File: src/rtl/bram_stream_reader_pkg.sv
// Shared types and defaults for the block-RAM stream reader.
// The FIFO entry pairs one RAM word with its end-of-burst tag.
package bram_stream_reader_pkg;

  localparam int DATA_W    = 512;
  localparam int ADDR_W    = 15;
  localparam int RAM_DEPTH = 20480;
  localparam int FIFO_D    = 2;

  typedef enum logic [1:0] {
    ST_IDLE  = 2'd0,
    ST_READ  = 2'd1,
    ST_DRAIN = 2'd2
  } state_t;

  typedef struct packed {
    logic [DATA_W-1:0] data;
    logic              last;
  } fifo_entry_t;

endpackage

File: src/rtl/bram_stream_fifo.sv
// Small synchronous FIFO holding read words until the sink takes them.
// DEPTH must be a power of 2 so the pointers wrap naturally.
module bram_stream_fifo #(
  parameter int WIDTH = 513,
  parameter int DEPTH = 2,
  localparam int PW = $clog2(DEPTH),
  localparam int CW = $clog2(DEPTH + 1)
) (
  input  logic             i_clk,
  input  logic             i_rst_n,
  input  logic             i_push,
  input  logic [WIDTH-1:0] i_push_data,
  input  logic             i_pop,
  output logic [WIDTH-1:0] o_head_data,
  output logic             o_empty,
  output logic             o_full,
  output logic [CW-1:0]    o_count
);

  logic [WIDTH-1:0] r_mem [DEPTH];
  logic [PW-1:0]    r_wr_ptr;
  logic [PW-1:0]    r_rd_ptr;
  logic [CW-1:0]    r_count;

  // Storage carries no reset; validity is tracked by the count alone.
  always_ff @(posedge i_clk) begin
    if (i_push) begin
      r_mem[r_wr_ptr] <= i_push_data;
    end
  end

  // Pointer and occupancy bookkeeping.
  always_ff @(posedge i_clk or negedge i_rst_n) begin
    if (!i_rst_n) begin
      r_wr_ptr <= {PW{1'b0}};
      r_rd_ptr <= {PW{1'b0}};
      r_count  <= {CW{1'b0}};
    end else begin
      if (i_push) begin
        r_wr_ptr <= r_wr_ptr + PW'(1);
      end
      if (i_pop) begin
        r_rd_ptr <= r_rd_ptr + PW'(1);
      end
      case ({i_push, i_pop})
        2'b10:   r_count <= r_count + CW'(1);
        2'b01:   r_count <= r_count - CW'(1);
        default: r_count <= r_count;
      endcase
    end
  end

  assign o_head_data = r_mem[r_rd_ptr];
  assign o_empty     = (r_count == {CW{1'b0}});
  assign o_full      = (r_count == CW'(DEPTH));
  assign o_count     = r_count;

endmodule

File: src/rtl/bram_stream_reader.sv
// Burst reader for one block-RAM port: issues reads under FIFO credit and
// streams the returned words on a valid/ready interface with a last marker.
module bram_stream_reader
  import bram_stream_reader_pkg::*;
#(
  parameter int DATA_WIDTH = DATA_W,
  parameter int ADDR_WIDTH = ADDR_W,
  parameter int DEPTH      = RAM_DEPTH,
  parameter int FIFO_DEPTH = FIFO_D
) (
  input  logic                  clock,
  input  logic                  reset_n,
  input  logic                  req_valid,
  output logic                  req_ready,
  input  logic [ADDR_WIDTH-1:0] req_addr,
  input  logic [ADDR_WIDTH-1:0] req_size,
  output logic                  mem_en,
  output logic [ADDR_WIDTH-1:0] mem_addr,
  input  logic [DATA_WIDTH-1:0] mem_dout,
  output logic                  out_valid,
  input  logic                  out_ready,
  output logic [DATA_WIDTH-1:0] out_data,
  output logic                  out_last,
  output logic                  busy
);

  localparam int CW  = $clog2(FIFO_DEPTH + 1);
  localparam int CRW = CW + 1;

  state_t                r_state;
  state_t                w_next_state;
  logic [ADDR_WIDTH-1:0] r_addr;
  logic [ADDR_WIDTH-1:0] r_remaining;
  logic                  r_inflight;
  logic                  r_last_tag;

  logic                  w_issue;
  logic                  w_last_issue;
  logic                  w_pop;
  logic                  w_accept;
  logic [ADDR_WIDTH-1:0] w_addr_next;
  logic [CW-1:0]         w_count;
  logic [CRW-1:0]        w_credit;
  logic                  w_empty;
  logic                  w_full;
  fifo_entry_t           w_push_entry;
  fifo_entry_t           w_head;

  assign w_pop        = out_valid & out_ready;
  assign w_accept     = (r_state == ST_IDLE) & req_valid;
  assign w_last_issue = (r_remaining == {ADDR_WIDTH{1'b0}});

  // A slot is free when words held plus words on the way, less the word
  // leaving this cycle, stay below the FIFO size.
  assign w_credit = {1'b0, w_count} + {{CW{1'b0}}, r_inflight} - {{CW{1'b0}}, w_pop};
  assign w_issue  = (r_state == ST_READ) & (w_credit < CRW'(FIFO_DEPTH));

  assign w_addr_next = (r_addr == ADDR_WIDTH'(DEPTH - 1)) ? {ADDR_WIDTH{1'b0}}
                                                          : r_addr + ADDR_WIDTH'(1);

  // State register.
  always_ff @(posedge clock or negedge reset_n) begin
    if (!reset_n) begin
      r_state <= ST_IDLE;
    end else begin
      r_state <= w_next_state;
    end
  end

  // Next-state decode; leaving DRAIN coincides with popping the last word.
  always_comb begin
    w_next_state = r_state;
    case (r_state)
      ST_IDLE: begin
        if (req_valid) begin
          w_next_state = ST_READ;
        end else begin
          w_next_state = ST_IDLE;
        end
      end
      ST_READ: begin
        if (w_issue && w_last_issue) begin
          w_next_state = ST_DRAIN;
        end else begin
          w_next_state = ST_READ;
        end
      end
      ST_DRAIN: begin
        if ((w_pop && w_head.last) || (w_empty && !r_inflight)) begin
          w_next_state = ST_IDLE;
        end else begin
          w_next_state = ST_DRAIN;
        end
      end
      default: begin
        w_next_state = ST_IDLE;
      end
    endcase
  end

  // Burst address/count tracking and the one-cycle read-return pipeline.
  always_ff @(posedge clock or negedge reset_n) begin
    if (!reset_n) begin
      r_addr      <= {ADDR_WIDTH{1'b0}};
      r_remaining <= {ADDR_WIDTH{1'b0}};
      r_inflight  <= 1'b0;
      r_last_tag  <= 1'b0;
    end else begin
      r_inflight <= w_issue;
      r_last_tag <= w_issue & w_last_issue;
      if (w_accept) begin
        r_addr      <= req_addr;
        r_remaining <= req_size;
      end else if (w_issue) begin
        r_addr      <= w_addr_next;
        r_remaining <= r_remaining - ADDR_WIDTH'(1);
      end
    end
  end

  assign w_push_entry.data = mem_dout;
  assign w_push_entry.last = r_last_tag;

  bram_stream_fifo #(
    .WIDTH ($bits(fifo_entry_t)),
    .DEPTH (FIFO_DEPTH)
  ) u_fifo (
    .i_clk       (clock),
    .i_rst_n     (reset_n),
    .i_push      (r_inflight),
    .i_push_data (w_push_entry),
    .i_pop       (w_pop),
    .o_head_data (w_head),
    .o_empty     (w_empty),
    .o_full      (w_full),
    .o_count     (w_count)
  );

  // Returning data must always find room; credit issue makes this hold.
  always_ff @(posedge clock) begin
    if (reset_n && r_inflight && !w_pop) begin
      assert (!w_full);
    end
  end

  assign req_ready = (r_state == ST_IDLE);
  assign busy      = (r_state != ST_IDLE);
  assign mem_en    = w_issue;
  assign mem_addr  = r_addr;
  assign out_valid = ~w_empty;
  assign out_data  = w_head.data;
  assign out_last  = w_head.last & ~w_empty;

endmodule

File: config.mk
export PLATFORM = sky130hd
export DESIGN_NAME = bram_stream_reader
export DESIGN_NICKNAME = d
export VERILOG_FILES = /design/src/rtl/bram_stream_reader_pkg.sv /design/src/rtl/bram_stream_fifo.sv /design/src/rtl/bram_stream_reader.sv
export SDC_FILE = /design/constraint.sdc
export NUM_CORES = 1
export LEC_CHECK = 0
export CORE_AREA = 2 2 423 425
export CTS_CLUSTER_SIZE = 16
export DETAILED_ROUTE_END_ITERATION = 12
export DIE_AREA = 0 0 425 427
export PLACE_DENSITY = 0.44
export RECOVER_POWER = 25
export SETUP_SLACK_MARGIN = 0.5
export SLEW_MARGIN = 20
export SYNTH_ARGS = -nofsm -noshare
export SYNTH_HDL_FRONTEND = slang
export SYNTH_SLANG_ARGS = --single-unit
File: constraint.sdc
create_clock -name clock -period 33.8 [get_ports clock]
set_clock_uncertainty 0.15 [all_clocks]
set_input_delay 5.07 -clock clock [delete_from_list [all_inputs] [get_ports clock]]
set_output_delay 5.07 -clock clock [all_outputs]
set_load 0.02 [all_outputs]
Word-level counts from Yosys, hierarchy flattened
Memory sizes are Yosys's and may differ from the RTL's.
Cells that the tools add are included.
- flip-flop bits (word level): 38
- bits in writable memories: 1026
- input bits: 546
- output and inout port bits: 532
- word-level logic and storage cells: 52
- memories: 1
- memories (name ; depth ; width ; read ports ; clocked after memory_dff ; wr ports ; RTL line ; source):
    u_fifo.r_mem ; 2 ; 513 ; 1 ; 0 ; 1 ; bram_stream_fifo.sv:20 ; logic [WIDTH-1:0] r_mem [DEPTH];
- add/subtract/negate cells: 8
- magnitude comparators: 1
- equality and inequality tests: 5
- multiplexer cells: 12
- bitwise operators: 6
- reductions and logical operators: 11
- operators with widths (kind ; count):
    $mux 15 ; 5
    $add 15x1->15 const B ; 1
    $eq 15x15->1 const B ; 1
    $logic_not 15->1 ; 1
    $sub 15x1->15 const B ; 1
    $pmux 2 s3 ; 1
    $reduce_bool 2->1 ; 3
    $and 1x1->1 ; 5
    $eq 2x1->1 const B ; 2
    $eq 2x2->1 const B ; 2
    $logic_not 2->1 ; 2
    $mux 2 ; 2
    $pmux 2 s2 ; 1
    $add 2x1->3 ; 1
    $logic_and 1x1->1 ; 3
    $lt 3x2->1 const B ; 1
    $mux 1 ; 3
    $sub 3x1->3 ; 1
    $add 1x1->1 const B ; 2
    $add 2x1->2 const B ; 1
    $sub 2x1->2 const B ; 1
    $logic_not 1->1 ; 1
    $logic_or 1x1->1 ; 1
    $not 1->1 ; 1

Logic depth before layout (Yosys ltp)
- depth after elaboration: 9
- mapped depth: 11
- depth with buffers taken out: 10

By module
A second synthesis with hierarchy kept.
- cells, all modules: 1827
- area total of the unflattened synthesis: 41197.0 µm²
- modules (own cells, without submodules) (module ; instances ; cells each ; area each (µm²)):
    bram_stream_fifo ; 1 ; 1612 ; 39220.1
    bram_stream_reader ; 1 ; 215 ; 1976.9

Worst setup path before layout
Ideal clock, no wire load.
- path kind: register -> register
- start: register r_inflight
- end: memory u_fifo.r_mem[0][0] (enable)
- setup time: 1463 ps
- arrival time: 22986 ps
- required time: 32187 ps
- slack: 9201 ps
- cell stages (with the launch flop): 3
- buffers on the path: 1
- period minus slack after synthesis: 24599 ps
- path through: dfrtp_1 clkbuf_1 nor2b_1
- cells in the longest elaborated chain, start to end: 2
- RTL lines (what ; RTL line ; source):
    from (decl) ; bram_stream_reader.sv:34 ; logic r_inflight;
    from (signal assigned) ; bram_stream_reader.sv:109 ; r_inflight <= w_issue;
    $mux 1 ; bram_stream_fifo.sv:27 ; if (i_push) begin
    $mux 1 (not written as such) ; bram_stream_fifo.sv:28 ; r_mem[r_wr_ptr] <= i_push_data;
    to (decl) ; bram_stream_fifo.sv:20 ;
Every way passes these cells.

Final worst setup path
- start: register r_inflight
- end: memory u_fifo.r_mem[1][2] (enable)
The elaborated chain is that of the path after synthesis.

==> impl_metrics.toml <==
[critical_path]
timing.critical_path.required_ns = 33.73
reg2regPathDepth = 4
regToRegSetupSlack_ns = 19.50
cp_data_arrival_time_ns = 14.23
setup.worst_path.class = "reg2reg"
critical_path.reg2reg.endpoint = "u_fifo.r_mem[1][2]$_DFFE_PP_"
setup.worst_path.end_class = "register"
crit_path_start_kind = "register"
crit-reg2reg-launch = "r_inflight$_DFF_PN0_"
crit_fanout = 139

[cts]
cts.root.buffer_cell = "sky130_fd_sc_hd__clkbuf_16"
insertion_delay_ns = 0.74
number_of_cells_upsized_or_downsized_after_cts = 0
cts_sinks = 1064
clock_path_buffers = 3
worst_setup_hold_path_clk_slew_ns = 0.06
cts_tree = "yes"
post_cts_hold_buffer_count = 0
numCtsBuffers = 120
htree_num_levels = 3
post_cts.repair.setup_buffers = 0

[routing]
number_of_nets_with_antenna_violations_after_routing = 0
first_iter_violations = 1023
dr.pass1.iters = 6
totalWireLength_mm = 120
route.detailed.vias_per_inst = 3.88
post_drt_wl_per_cell_um = 22.0
via_count = 21200
detail_route.drc_violations = 0

[status]
violations = "capacitance limit, slew limit"
run_status = "finished, violations left"

[hold_path]
min_path_cells = 0
hold_path.startpoint = "r_last_tag$_DFF_PN0_"
min_delay_worst_endpoint = "u_fifo.r_mem[1][0]$_DFFE_PP_"
min-delay-path-class = "reg2reg"

[synth]
dominantRegCellSynth = "sky130_fd_sc_hd__edfxtp_1"
synth.yosys.seq_area_share_pct = 81.6
postSynthCellCount = 1825
synthesis.nets = 2374
postSynthAreaPerCell_um2 = 21.3
ys_seq_elements = 1064
synth.most_common_cell = "sky130_fd_sc_hd__edfxtp_1"
synthArstFlopShare_pct = 3.57
netlist_top_cells_area = "sky130_fd_sc_hd__edfxtp_1 (79%), sky130_fd_sc_hd__mux2_2 (15%), sky130_fd_sc_hd__dfrtp_1 (2.4%)"
synth_largest_area_cell = "sky130_fd_sc_hd__edfxtp_1"
synth.top_cells.by_count = "sky130_fd_sc_hd__edfxtp_1 (1,026), sky130_fd_sc_hd__mux2_2 (513), sky130_fd_sc_hd__clkbuf_1 (65)"
synth_enable_flop_cells = 1026
synth_cell_type_count = 49
yosysWarnings = 0
syn-cell-area_um2 = 38900
top_area_cell_type_share_of_the_netlist_area_pct = 79.1

[flow_run]
maxCapViolations = 9

[die]
num_io_pins = 1078
die_area_um2 = 181000
coreArea_um2 = 177000
die_h_um = 427
die_w_um = 425
initial_core_utilization_pct = 22.0
row_count = 155

[grt]
grt_first_pass_wirelength_mm = 163
grt_use_total_pct = 12.5
grt_max_degree = 140
globalRoute.totalOverflow = 0
grt_antenna_before_repair = 29
number_of_global_route_vias_before_repair = 21800

[placed_design]
placement.cell_area_um2 = 52600
gp_congestion = 0.772
place.detailed.hpwl_mm = 84.0
io_buffer_count = 1077
place_worst_setup_slack_ns = 20.66

[timing]
layout_setup_ws_ns = 19.50
slew_violations = 786
final_hold_violation_count = 0
rsz0062_at_grt = "no"
timing.final.setup_violations = 0
worstMarginPinSlew_ns = 8.69
clock_period_minus_final_worst_setup_slack_ns = 14.30
final.period_utilization_pct = 42.3
slew_headroom_pct = -479
setup_tns_ns = 0
max_clock_freq_mhz = 69.9

[final_layout]
num-fill-cells = 17400
final_design_area_no_fill_um2 = 56200
area.growth.synth_to_final_pct = 44.5
drive_above_1_share_pct = 22.6
finalNetCount = 3527

[pwr]
peakVddDrop_mv = 0.0682
power.static_leakage_nw = 18.5
total_power_density_per_cell_area_nw_per_um2 = 99.3
-- registers in the layout, summed over array words and instances, names as in the netlist --
signal / count
u_fifo.r_rd_ptr: 1
u_fifo.r_wr_ptr: 1
r_last_tag: 1
u_fifo.o_count: 2
r_inflight: 1
u_fifo.r_mem: 1026
r_state: 2
mem_addr: 15
r_remaining: 15
-- power by group --
part           leakage (nW)  total (mW)  switching, mW  internal (mW)
Sequential             10.1        2.14          0.107           2.04
Clock                  1.79        1.23          0.522          0.704
Combinational          6.67        2.22           1.26          0.956
-- per-stage QoR --
step	total power [mW]	cells	hold WS (ns)	util (%)
after global routing	5.86	5445	0.330	31.7
after floorplan	3.58	1825	0.270	-
final	5.58	5449	0.294	31.7
after detailed placement	4.36	5211	0.282	29.7
after global placement	4.37	5210	0.278	29.7
after CTS	5.63	5433	0.297	31.8
-- cell usage in the layout (no fill, tap or decap), types with 11 or more instances in the layout --
cell type | Yosys | final
sky130_fd_sc_hd__xnor2_1 | 13 | 13
sky130_fd_sc_hd__mux2_2 | 513 | 513
sky130_fd_sc_hd__diode_2 | 0 | 16
sky130_fd_sc_hd__clkbuf_1 | 65 | 43
sky130_fd_sc_hd__nand2_1 | 25 | 25
sky130_fd_sc_hd__dfrtp_1 | 38 | 37
sky130_fd_sc_hd__clkdlybuf4s50_1 | 0 | 1076
sky130_fd_sc_hd__nor2_1 | 21 | 21
sky130_fd_sc_hd__xor2_1 | 13 | 13
sky130_fd_sc_hd__o21ai_0 | 13 | 13
sky130_fd_sc_hd__clkbuf_16 | 0 | 123
sky130_fd_sc_hd__o21ai_1 | 11 | 11
sky130_fd_sc_hd__clkinv_2 | 0 | 17
sky130_fd_sc_hd__edfxtp_1 | 1026 | 1026
sky130_fd_sc_hd__buf_4 | 0 | 14
sky130_fd_sc_hd__clkinv_1 | 0 | 33
-- layer usage --
layer | vias to the layer above | routed length (um) | global-route usage, %
met3 | 187 | 10100 | 5.04
met4 | 20 | 3420 | 5.02
li1 | 9601 | - | -
met1 | 10700 | 45200 | 13.8
met5 | - | 132 | 0
met2 | 701 | 61200 | 21.5
-- area by class of cell --
type                       instances  area [um2]  share of cell area, %
tap                             2355        2950                   5.24
clock inverter                    63         440                  0.783
antenna                           16        40.0                 0.0712
inverter                           7        26.3                 0.0467
clock buffer                     159        3230                   5.75
timing repair buffer            1100       10900                   19.4
multi-input combinational        685        6880                   12.2
sequential                      1064       31800                   56.5
-- critical path: stages, from the launching register on --
cell and delay [ns]:
sky130_fd_sc_hd__dfrtp_1 0.52, sky130_fd_sc_hd__and2_0 1.94, sky130_fd_sc_hd__clkbuf_1 2.08, sky130_fd_sc_hd__clkbuf_1 2.44
sky130_fd_sc_hd__clkbuf_1 6.04
-- worst max path at each step --
stage | from | to | slack (ns)
2_1_floorplan | r_inflight$_DFF_PN0_ | u_fifo.r_mem[0][0]$_DFFE_PP_ | 9.20
3_3_place_gp | out_ready | mem_en | 20.59
3_5_place_dp | out_ready | mem_en | 20.66
4_1_cts | out_ready | mem_en | 20.62
5_1_grt | r_inflight$_DFF_PN0_ | u_fifo.r_mem[1][476]$_DFFE_PP_ | 17.88
6_report | r_inflight$_DFF_PN0_ | u_fifo.r_mem[1][2]$_DFFE_PP_ | 19.50
-- logic make-up after synthesis --
group / Yosys count / share of synthesized area [%]
DFF: 1064 / 81.6
xor gates and xnor gates: 26 / 0.585
AOI/OAI and AO/OA: 44 / 0.669
buffers and inverters: 76 / 0.739
and+or+nand+nor: 98 / 1.44
adders and majority gates: 3 / 0.116
muxes: 514 / 14.9
(Power assumes the default switching activity.)
